## config.mk

```make
export PLATFORM = sky130hd
export DESIGN_NAME = mem_access_stage
export DESIGN_NICKNAME = d
export VERILOG_FILES = /design/src/rtl/mem_access_stage.sv
export SDC_FILE = /design/constraint.sdc
export NUM_CORES = 1
export LEC_CHECK = 0
export ABC_AREA = 1
export BUFFER_PORTS_ARGS = -buffer_cell sky130_fd_sc_hd__buf_2
export CORE_AREA = 2 2 97 99
export DETAILED_ROUTE_END_ITERATION = 7
export DIE_AREA = 0 0 99 101
export PLACE_DENSITY_LB_ADDON = 0.3
export SETUP_SLACK_MARGIN = 0.3
export SYNTH_ARGS = -nofsm -noshare
export SYNTH_HDL_FRONTEND = slang
export SYNTH_SLANG_ARGS = --single-unit
```

## constraint.sdc

```tcl
create_clock -name clk_i -period 3.01 [get_ports clk_i]
set_clock_uncertainty 0.05 [all_clocks]
set_input_delay 0 -clock clk_i [delete_from_list [all_inputs] [get_ports clk_i]]
set_output_delay 0 -clock clk_i [all_outputs]
set_load 0.1 [all_outputs]
```

## src/rtl/mem_access_stage.sv

```systemverilog
// MEM stage: drives a handshaked data-memory port, stalls the front of the pipe while an
// access is outstanding, aborts after TIMEOUT request cycles, and holds the MEM/WB register.
module mem_access_stage #(
  parameter int unsigned TIMEOUT = 255,
  parameter int unsigned CNT_W   = 8
) (
  input  logic        clk_i,
  input  logic        rst_i,
  input  logic        RegWrite_i,
  input  logic        MemtoReg_i,
  input  logic        MemRead_i,
  input  logic        MemWrite_i,
  input  logic [31:0] ALU_result_i,
  input  logic [31:0] Write_Data_i,
  input  logic [4:0]  RD_addr_i,
  output logic        mem_req_o,
  output logic        mem_we_o,
  output logic [31:0] mem_addr_o,
  output logic [31:0] mem_wdata_o,
  input  logic        mem_ack_i,
  input  logic [31:0] mem_rdata_i,
  output logic        stall_o,
  output logic        bus_err_o,
  output logic        RegWrite_o,
  output logic        MemtoReg_o,
  output logic [31:0] ALU_result_o,
  output logic [31:0] Read_Data_o,
  output logic [4:0]  RD_addr_o
);

  typedef enum logic [1:0] {S_IDLE, S_WAIT, S_ABORT} state_t;

  typedef struct packed {
    logic        reg_write;
    logic        mem_to_reg;
    logic [31:0] alu_result;
    logic [31:0] read_data;
    logic [4:0]  rd_addr;
  } memwb_t;

  localparam logic [CNT_W-1:0] TO  = CNT_W'(TIMEOUT);
  localparam logic [CNT_W-1:0] ONE = CNT_W'(1);

  state_t           state_q, state_d;
  logic [CNT_W-1:0] cnt_q, cnt_d;
  memwb_t           wb_q;
  logic             op, complete, in_abort;

  assign op       = MemRead_i | MemWrite_i;
  assign in_abort = (state_q == S_ABORT);

  // Combinational request so a zero-wait memory can ack in the issuing cycle.
  assign mem_req_o   = op & ~rst_i & ~in_abort;
  assign mem_we_o    = MemWrite_i;
  assign mem_addr_o  = ALU_result_i;
  assign mem_wdata_o = Write_Data_i;
  assign stall_o     = mem_req_o & ~mem_ack_i;
  assign complete    = mem_req_o & mem_ack_i;

  // cnt_q counts request cycles already spent; abort once TIMEOUT of them saw no ack.
  always_comb begin
    state_d = state_q;
    cnt_d   = cnt_q;
    case (state_q)
      S_IDLE: begin
        if (op && !mem_ack_i) begin
          if (TO == ONE) begin
            state_d = S_ABORT;
            cnt_d   = '0;
          end else begin
            state_d = S_WAIT;
            cnt_d   = ONE;
          end
        end
      end
      S_WAIT: begin
        if (complete || !op) begin
          state_d = S_IDLE;
          cnt_d   = '0;
        end else if (cnt_q + ONE == TO) begin
          state_d = S_ABORT;
          cnt_d   = '0;
        end else begin
          cnt_d = cnt_q + ONE;
        end
      end
      S_ABORT: begin
        state_d = S_IDLE;
        cnt_d   = '0;
      end
      default: begin
        state_d = S_IDLE;
        cnt_d   = '0;
      end
    endcase
  end

  always_ff @(posedge clk_i) begin
    if (rst_i) begin
      state_q   <= S_IDLE;
      cnt_q     <= '0;
      wb_q      <= '0;
      bus_err_o <= 1'b0;
    end else begin
      state_q <= state_d;
      cnt_q   <= cnt_d;
      if (in_abort) bus_err_o <= 1'b1;
      // Bubble on stall/abort edges so WB never repeats or commits a faulted write.
      if (in_abort || stall_o) begin
        wb_q.reg_write  <= 1'b0;
        wb_q.mem_to_reg <= 1'b0;
      end else begin
        wb_q.reg_write  <= RegWrite_i;
        wb_q.mem_to_reg <= MemtoReg_i;
        wb_q.alu_result <= ALU_result_i;
        wb_q.rd_addr    <= RD_addr_i;
        if (complete && !MemWrite_i) wb_q.read_data <= mem_rdata_i;
      end
    end
  end

  assign RegWrite_o   = wb_q.reg_write;
  assign MemtoReg_o   = wb_q.mem_to_reg;
  assign ALU_result_o = wb_q.alu_result;
  assign Read_Data_o  = wb_q.read_data;
  assign RD_addr_o    = wb_q.rd_addr;

endmodule

```

Yosys cells after proc, flatten, opt, wreduce, memory -nomap -nowiden

Cells that the tools add are included.

Memories: 0
Latch bits: 0
Register bits after elaboration: 82
Memory bits (read-only): 0
Bits of input ports: 108
Bits in writable memories: 0
Word-level logic and storage cells: 42
Output and inout bits: 139

Equal/unequal tests: 5
Divide/modulo/power cells: 0
$mul: 0
$lt $le $gt $ge: 0
Reductions and logical operators: 11
Shifts and indexed selects: 0
Bitwise gates (word level): 9
Add/subtract/negate cells: 1
Multiplexer cells: 8

Operator list:

| operator            | number |
|---|---|
| $mux 8              | 3 |
| $pmux 8 s2          | 1 |
| $add 8x1->8 const B | 1 |
| $eq 8x8->1 const B  | 1 |
| $mux 2              | 3 |
| $and 1x1->1         | 4 |
| $not 1->1           | 4 |
| $pmux 2 s2          | 1 |
| $reduce_and 2->1    | 2 |
| $logic_not 1->1     | 3 |
| $ne 3x3->1 const B  | 1 |
| $eq 2x1->1 const B  | 1 |
| $eq 2x2->1 const B  | 1 |
| $logic_and 1x1->1   | 2 |
| $logic_not 2->1     | 1 |
| $logic_or 1x1->1    | 2 |
| $ne 2x2->1 const B  | 1 |
| $reduce_or 2->1     | 1 |
| $or 1x1->1          | 1 |

Longest topological paths before layout

Gate-level depths: netlist of the first run.

Word-level depth: 7
Gate-level depth with buffers: 10
Mapped depth without buffers: 10

Worst setup path after synthesis of the first run

Ideal clock, no wire load.

Path type: register -> output
Start: reg state_q[1]
End: out stall_o
Required time: 2.960 ns
Cell stages (with the launch flop): 5
Arrival time: 1.833 ns
Path slack: 1.127 ns
Path buffers: 0
Cell sequence: dfxtp_1 inv_2 or2_4 nand3_2 nor2_1

Cells in the longest elaborated chain, start to end: 4

Ends and longest elaborated chain:

| what                     | line | RTL |
|---|---|---|
| start: declaration       | 44   | `state_t state_q, state_d;` |
| start signal: assignment | 105  | `state_q <= state_d;` |
| $eq 2x2->1               | 50   | `assign in_abort = (state_q == S_ABORT);` |
| $not 1->1                | 53   | `assign mem_req_o = op & ~rst_i & ~in_abort;` |
| $and 1x1->1              | 53   |  |
| $and 1x1->1              | 57   | `assign stall_o = mem_req_o & ~mem_ack_i;` |
| end: declaration         | 22   | `output logic stall_o,` |

Every way passes these cells.

Final worst setup path of the first run

Start: reg state_q[1]
End: reg wb_q, in the netlist Read_Data_o[21]

Cells in the longest elaborated chain, start to end: 7
Elaborated cells between the ends (all ways): 9
Classes of those cells: 1 x eq/ne; 5 x bitwise; 3 x reduce/logical

Ends and longest elaborated chain:

| what                         | line | RTL |
|---|---|---|
| $eq 2x2->1 *                 | 50   |  |
| $not 1->1                    | 53   |  |
| $and 1x1->1                  | 53   |  |
| $and 1x1->1                  | 57   |  |
| $logic_or 1x1->1             | 109  | `if (in_abort \|\| stall_o) begin` |
| $not 1->1 (no line)          | --   |  |
| $reduce_and 2->1 (no line) * | --   |  |
| end: declaration             | 46   | `memwb_t wb_q;` |

Mark *: on every way between the ends. The rest lies on a longest branch, timed or not.
A chain may end at the register's enable or synchronous reset.

==> run_results.csv, run 1 <==
group,metric,value,unit
global_routing,antenna_found_initial,0,
setup_path,reg2reg_slack,0.71,ns
setup_path,cp-endpoint,"Read_Data_o[21]$_SDFFE_PP0P_",
synth,synthArstFlopShare,0,%
setup_path,reg2reg_depth,8,
pwr,power.switching,1.32,mW
pwr,combinationalPowerShare,34.3,%
setup_path,cp-startpoint,"state_q[1]$_SDFFE_PP0P_",
min_path,hp-class,"in2reg",
pwr,ir_drop,321,uV
cts,cts_buffer_depth,2,
final_layout,nFillCells,744,
global_routing,globalRouteOverflowTotal,0,
pwr,power_leakage,2.81,nW
cts,cts_buffers,9,
setup_path,cp.arrival,2.44,ns
timing,tightestPinTransition,1.21,ns
global_routing,first_global_vias,3693,
synth,syn_nets,627,
pwr,cellPowerDensity,583,nW/um^2
pwr,fin_total_pwr,3.23,mW
floorplanning,pin_count,247,
timing,report.final.slew_viol_count,0,
setup_path,crit_slowest_cell,"nor2_2",
final_layout,syn_to_final_growth,46.4,%
cts,clock_sink_count,82,
timing,slew_headroom,19.5,%
timing,setup_viol,0,
setup_path,crit_chain,"inv_2 -> or2_4 -> nand3_2 -> nor2_2 -> nand2_1 -> buf_4 -> nand2_1 -> a21oi_1",
setup_path,rr_startpoint,"state_q[1]$_SDFFE_PP0P_",
floorplanning,fp.dieW,99,um
timing,hold_viol,0,
cts,htree_levels,3,
detailed_routing,drtIter0Drc,92,
floorplanning,initial_core_util,42.1,%
synth,yosys_warnings,0,
job,cap_viol_max_count,0,
setup_path,reg2reg_to,"Read_Data_o[21]$_SDFFE_PP0P_",
final_layout,seq_area,1640,sq um
final_layout,fin_nets,839,
detailed_routing,drt-total-wl,10.8,mm
synth,ys_types,25,
cts,path_clk_slew,0.07,ns
status,status,"complete, no violations",
cts,clock_latency,0.35,ns
timing,period_share,76.4,%
global_routing,grt_max_degree,83,
pwr,p_int,1.91,mW
setup_path,crit_fanout,33,
placement,io_buffers,182,
floorplanning,rows,35,
final_layout,final_common_cell,"buf_2",
detailed_routing,drc,0,
detailed_routing,routed_via_density,4.70,
timing,whs,0.158,ns
final_layout,final_util,61.6,%
pwr,p_seq_share,36.1,%
synth,syn-instance-count,517,
cts,post_cts_buffers,0,
timing,rsz0062_at_grt,"no",
detailed_routing,vias,3974,
cts,cts_tree,"built",
synth,syn_avg_cell_area,7.31,sq um
synth,syn-cell-area,3780,sq um
synth,yosys_most_used_dff,"dfxtp_1",
synth,seq_area_frac_synth,43.5,%
global_routing,grt_use_total,20.6,%
setup_path,cp.required,3.15,ns
setup_path,start_kind,"flip-flop",
floorplanning,coreArea,8980,sq um
final_layout,multi_input_area,1290,sq um
detailed_routing,first_pass_iters,5,
placement,gp_congestion,0.792,
placement,pre_cts_ws,0.688,ns
timing,fmax,435,MHz
synth,synth-seq-cells,82,
timing,setup_slack,0.710,ns
timing,fin_tns_setup,0,ns
setup_path,cpMostUsedCell,"nand2_1",
final_layout,antennaDiodeCount,0,
floorplanning,die_area,10000,sq um
detailed_routing,drtAntennaViolNets,0,
setup_path,crit_type,"reg2reg",
final_layout,layout_common_cells,"buf_2, dlygate4sd3_1, nor2_1, dfxtp_1, nand2_1",
floorplanning,die_h,101,um
detailed_routing,drt-wirelength-per-cell,12.8,um
setup_path,max_stage_delay,0.92,ns
cts,cts_root_buf,"clkbuf_8",
pwr,clockPowerShare,29.6,%
pwr,swShare,40.8,%
synth,synth_edf_count,0,
global_routing,grt_pass1_wl,16.8,mm
timing,final.min_clock_period,2.30,ns
setup_path,endpoint_kind,"flip-flop",
placement,dpl.hpwl,6.51,mm
final_layout,drive_gt1_share,28.5,%
==> power groups by stage <==
stage	registers, mW	clock network (mW)	logic, mW
floorplan	1.55	0	0.548
global placement	1.19	0	0.826
finish	1.17	0.954	1.11
detailed placement	1.19	0	0.831
global route	1.17	1.03	1.15
CTS	1.16	0.989	1.10
==> cells in the mapped netlist, types with 3 or more instances <==
library cell / count / area [sq um]
clkbuf_1: 10 / 37.5
dfxtp_1: 82 / 1640
nor2_1: 83 / 312
nand2_1: 60 / 225
inv_1: 57 / 214
a21oi_1: 43 / 215
o21ai_1: 15 / 75.1
buf_4: 68 / 510
o21ai_0: 24 / 120
nand3_1: 45 / 225
inv_2: 3 / 11.3
buf_2: 8 / 40.0
==> registers in the layout, indices dropped and copies added, names as in the netlist <==
| register | count |
|---|---|
| MemtoReg_o | 1 |
| cnt_q | 8 |
| bus_err_o | 1 |
| RD_addr_o | 5 |
| RegWrite_o | 1 |
| Read_Data_o | 32 |
| state_q | 2 |
| ALU_result_o | 32 |
==> per-layer routing <==
layer	wire length, um	global-route usage, %	up-vias	part of all wire, %
met2	5190	34.9	197	48
met5	0	0	-	0
met4	286	9.80	0	2.6
met3	956	5.55	25	8.9
li1	-	-	1978	-
met1	4360	24.3	1774	40
==> logic make-up (layout without fill, tap and decap cells) <==
family	after synthesis	in the layout	share of synthesized area, %
AOI/OAI and AO/OA	86	86	11.7
adders and majority gates	2	2	0.662
buffers and inverters	151	368	22.4
DFF	82	82	43.5
and+or+nand+nor	196	196	21.7
==> worst max-delay path, delay by kind of cell, from the launching register on <==
family	cells	cell delay (ns)
and+or+nand+nor	5	1.36
DFF	1	0.32
buffers and inverters	2	0.35
AOI/OAI and AO/OA	1	0.06
==> area by class of cell <==
class	count	share of cell area (%)
repair buffers	291	36.0
inverters	61	4.14
clock inverters	6	2.04
flip-flops and latches	82	29.7
clock buffers	10	2.31
multi-input cells	284	23.3
well taps	111	2.51
==> through the flow <==
| stage | instance area, sq um | cells |
|---|---|---|
| floorplan | 3780 | 517 |
| global placement | 4240 | 724 |
| detailed placement | 4240 | 724 |
| CTS | 5530 | 845 |
| global route | 5530 | 845 |
| finish | 5530 | 845 |
==> worst min path at each step <==
stage                           startpoint                     endpoint  slack (ns)  cells past startpoint
after floorplan             mem_rdata_i[0]  Read_Data_o[0]$_SDFFE_PP0P_        0.11                      2
after global placement    Write_Data_i[16]              mem_wdata_o[16]       -0.05                      0
after detailed placement  Write_Data_i[16]              mem_wdata_o[16]       -0.05                      0
after CTS                        MemRead_i      state_q[0]$_SDFFE_PP0P_        0.12                      7
after global routing             MemRead_i      state_q[0]$_SDFFE_PP0P_        0.18                      7
final                            MemRead_i      state_q[0]$_SDFFE_PP0P_        0.16                      7
==> repair_timing <==
| item | 4_1_cts | 5_1_grt |
|---|---|---|
| gates resized for setup | 0 | 0 |
| endpoints found under the hold margin | 105 | 0 |
| hold buffers | 105 | 0 |
(Power assumes the default switching activity.)
==> run 2, diff against run 1 <==
--- a/config.mk
+++ b/config.mk
@@ -5,11 +5,11 @@
 export SDC_FILE = /design/constraint.sdc
 export NUM_CORES = 1
 export LEC_CHECK = 0
-export ABC_AREA = 1
+export ABC_AREA = 0
 export BUFFER_PORTS_ARGS = -buffer_cell sky130_fd_sc_hd__buf_2
-export CORE_AREA = 2 2 97 99
+export CORE_AREA = 2 2 96 98
 export DETAILED_ROUTE_END_ITERATION = 7
-export DIE_AREA = 0 0 99 101
+export DIE_AREA = 0 0 98 100
 export PLACE_DENSITY_LB_ADDON = 0.3
 export SETUP_SLACK_MARGIN = 0.3
 export SYNTH_ARGS = -nofsm -noshare
==> constraint.sdc (replaced) <==
create_clock -name clk_i -period 2.3 [get_ports clk_i]
set_clock_uncertainty 0.05 [all_clocks]
set_input_delay 0 -clock clk_i [delete_from_list [all_inputs] [get_ports clk_i]]
set_output_delay 0 -clock clk_i [all_outputs]
set_load 0.1 [all_outputs]
==> run 2 against run 1 <==
Die area is 2.0% lower. Cell area decreased by 3.0%. Combinational power up 18%. Total power rose by 21%. First-iteration DRC count grew 48%. Clock power rose by 14%. Flip-flop and latch count did not move. Synthesized area is 4.3% lower. Sequential power increased by 29%. Wire length decreased by 3.3%.
==> run_results.csv, run 2 <==
group,metric,value,unit
detailed_routing,drtAntennaViolNets,0,
final_layout,drive_gt1_share,31.6,%
setup_path,rr_startpoint,"cnt_q[0]$_SDFFE_PP0P_",
setup_path,crit_chain,"ha_1 -> xnor2_1 -> or3_1 -> o21ai_4 -> o211ai_1",
setup_path,cp_top_family,"simple AND/OR/NAND/NOR gates",
pwr,p_int,2.31,mW
cts,htree_levels,3,
synth,synth_edf_count,0,
cts,cts_buffers,9,
setup_path,reg2reg_slack,0.41,ns
synth,seq_area_frac_synth,45.4,%
cts,clock_sink_count,82,
synth,synthArstFlopShare,0,%
cts,cts_root_buf,"clkbuf_8",
timing,rsz0062_at_grt,"no",
setup_path,start_kind,"flip-flop",
timing,setup_slack,0.405,ns
detailed_routing,drt-wirelength-per-cell,13.3,um
timing,fin_tns_setup,0,ns
detailed_routing,drtIter0Drc,136,
final_layout,fin_nets,780,
cts,cts_tree,"built",
detailed_routing,drc,0,
synth,ys_types,39,
final_layout,final_common_cell,"buf_2",
placement,dpl.hpwl,6.42,mm
synth,yosys_warnings,0,
global_routing,use_met1,22.4,%
global_routing,grt.busiest_layer,"met2",
pwr,clockPowerShare,28.0,%
timing,setup_viol,0,
timing,tightestPinTransition,0.999,ns
global_routing,grt_util_met3,4.81,%
setup_path,path_buf_inv,0,
timing,slew_headroom,33.2,%
timing,fmax,528,MHz
floorplanning,coreArea,8890,sq um
setup_path,reg2reg_to,"cnt_q[2]$_SDFFE_PP0P_",
floorplanning,die_area,9800,sq um
synth,yosys_most_used_dff,"dfxtp_1",
global_routing,globalRouteOverflowTotal,0,
placement,io_buffers,182,
floorplanning,rows,35,
timing,hold_viol,0,
floorplanning,die_h,100,um
synth,synth_top_area_share,45.4,%
synth,ys_top_cells_by_count,"nand2_1, dfxtp_1, a21oi_1, buf_4, buf_2",
setup_path,crit_cells,5,
global_routing,grtUsageMet2,34.7,%
final_layout,layout_common_cells,"buf_2, nand2_1, dlygate4sd3_1, dfxtp_1, a21oi_1",
pwr,p_seq_share,38.5,%
detailed_routing,drt-total-wl,10.4,mm
synth,syn-cell-area,3620,sq um
setup_path,max_stage_delay,0.51,ns
final_layout,antennaDiodeCount,0,
timing,final.min_clock_period,1.89,ns
detailed_routing,vias,3722,
synth,ys_top_cells_by_area,"dfxtp_1, nand2_1, buf_4",
cts,path_clk_slew,0.08,ns
min_path,hp-class,"in2reg",
synth,syn_avg_cell_area,7.93,sq um
global_routing,grt_pass1_wl,15.7,mm
final_layout,final_cell_area,5360,sq um
global_routing,grt_use_total,19.6,%
floorplanning,initial_core_util,40.7,%
setup_path,cp.arrival,2.06,ns
global_routing,first_global_vias,3287,
setup_path,reg2reg_depth,5,
global_routing,grt_max_degree,71,
pwr,swShare,41.0,%
detailed_routing,first_pass_iters,4,
pwr,power_leakage,2.47,nW
placement,dpl_cell_area,4090,sq um
pwr,combinationalPowerShare,33.6,%
synth,synth-seq-cells,82,
synth,syn_nets,566,
pwr,power.switching,1.60,mW
setup_path,cp-endpoint,"cnt_q[2]$_SDFFE_PP0P_",
placement,pre_cts_ws,0.452,ns
cts,cts_buffer_depth,2,
setup_path,crit_fanout,7,
floorplanning,fp.dieW,98,um
timing,report.final.slew_viol_count,0,
pwr,cellPowerDensity,730,nW/um^2
cts,clock_latency,0.34,ns
setup_path,endpoint_kind,"flip-flop",
job,cap_viol_max_count,0,
setup_path,crit_type,"reg2reg",
status,status,"complete, no violations",
timing,period_share,82.4,%
synth,synth_top_area_cell,"dfxtp_1",
floorplanning,pin_count,247,
global_routing,antenna_found_initial,0,
setup_path,cp-startpoint,"cnt_q[0]$_SDFFE_PP0P_",
placement,gp_congestion,0.833,
final_layout,syn_to_final_growth,48.3,%
setup_path,crit_slowest_cell,"or3_1",
synth,yosysMostFrequentCell,"nand2_1",
synth,syn-instance-count,456,
detailed_routing,routed_via_density,4.74,
setup_path,cp.required,2.47,ns
cts,post_cts_buffers,0,
pwr,ir_drop,338,uV
[run 2: changes by cell type in the layout (fill, tap and decap cells not counted), moves of 3 or more]
cell | previous run | this run
or3_1 | 0 | 5
a21oi_1 | 43 | 70
nand2_1 | 60 | 150
inv_1 | 57 | 2
nor3_1 | 0 | 4
nand3_1 | 45 | 5
o21ai_1 | 15 | 5
o21ai_0 | 24 | 2
nor2_1 | 83 | 9
inv_2 | 3 | 0
nand2b_1 | 0 | 4
[run 2: per-layer routing]
metal	vias up	part of all wire (%)
met4	0	3.2
li1	1838	-
met1	1685	40
met3	30	6.6
met2	169	51
met5	-	0
[run 2: per-stage QoR]
step	hold slack (ns)	std cells	power, mW	util (%)
global route	0.112	786	4.07	60.3
global placement	-0.0493	665	2.48	46.0
CTS	0.0375	786	3.96	60.2
finish	0.0565	786	3.91	60.3
detailed placement	-0.0493	665	2.49	46.0
floorplan	0.0860	456	2.60	-
[run 2: worst min path at each step]
stage | from | endpoint | slack (ns) | depth (start not counted)
3_3_place_gp | Write_Data_i[26] | mem_wdata_o[26] | -0.05 | 0
6_report | MemRead_i | cnt_q[0]$_SDFFE_PP0P_ | 0.06 | 5
2_1_floorplan | mem_rdata_i[10] | Read_Data_o[10]$_SDFFE_PP0P_ | 0.09 | 2
4_1_cts | MemRead_i | cnt_q[0]$_SDFFE_PP0P_ | 0.04 | 5
5_1_grt | MemRead_i | MemtoReg_o$_SDFF_PP0_ | 0.11 | 3
3_5_place_dp | Write_Data_i[26] | mem_wdata_o[26] | -0.05 | 0
[run 2: area by class of cell]
cell class,instances,area (sq um)
multi-input cells,283,1360
well taps,111,139
repair buffers,292,2000
flip-flops and latches,82,1640
clock buffers,11,151
clock inverters,5,61.3
fillers,793,3530
inverters,2,7.51
[run 2: tightest hold or removal path, stage by stage]
cell     delay [ns]
buf_2          0.10
nor2_1         0.08
nor2_1         0.08
o21ai_0        0.08
o21ai_1        0.07
[run 2: logic make-up after synthesis]
kind of cell    after synthesis  synth area share [%]
flops                        82                  45.4
mux                           1                 0.277
xor+xnor                      3                 0.727
fa+ha+maj                     2                 0.692
simple gates                191                  22.3
buf+inv                      91                  17.4
compound gates               86                  13.2
[run 2: repair_timing]
item	CTS	global route
hold buffers	105	0
resized for setup	0	2
endpoints found under the setup margin	0	15
hold endpoints to repair	107	0
[run 2: power groups by stage]
stage          clock network (mW)  logic [mW]  registers (mW)
2_1_floorplan                   0       0.670            1.93
3_3_place_gp                    0       0.941            1.54
3_5_place_dp                    0       0.946            1.54
4_1_cts                      1.14        1.31            1.51
5_1_grt                      1.20        1.35            1.51
6_report                     1.09        1.31            1.51
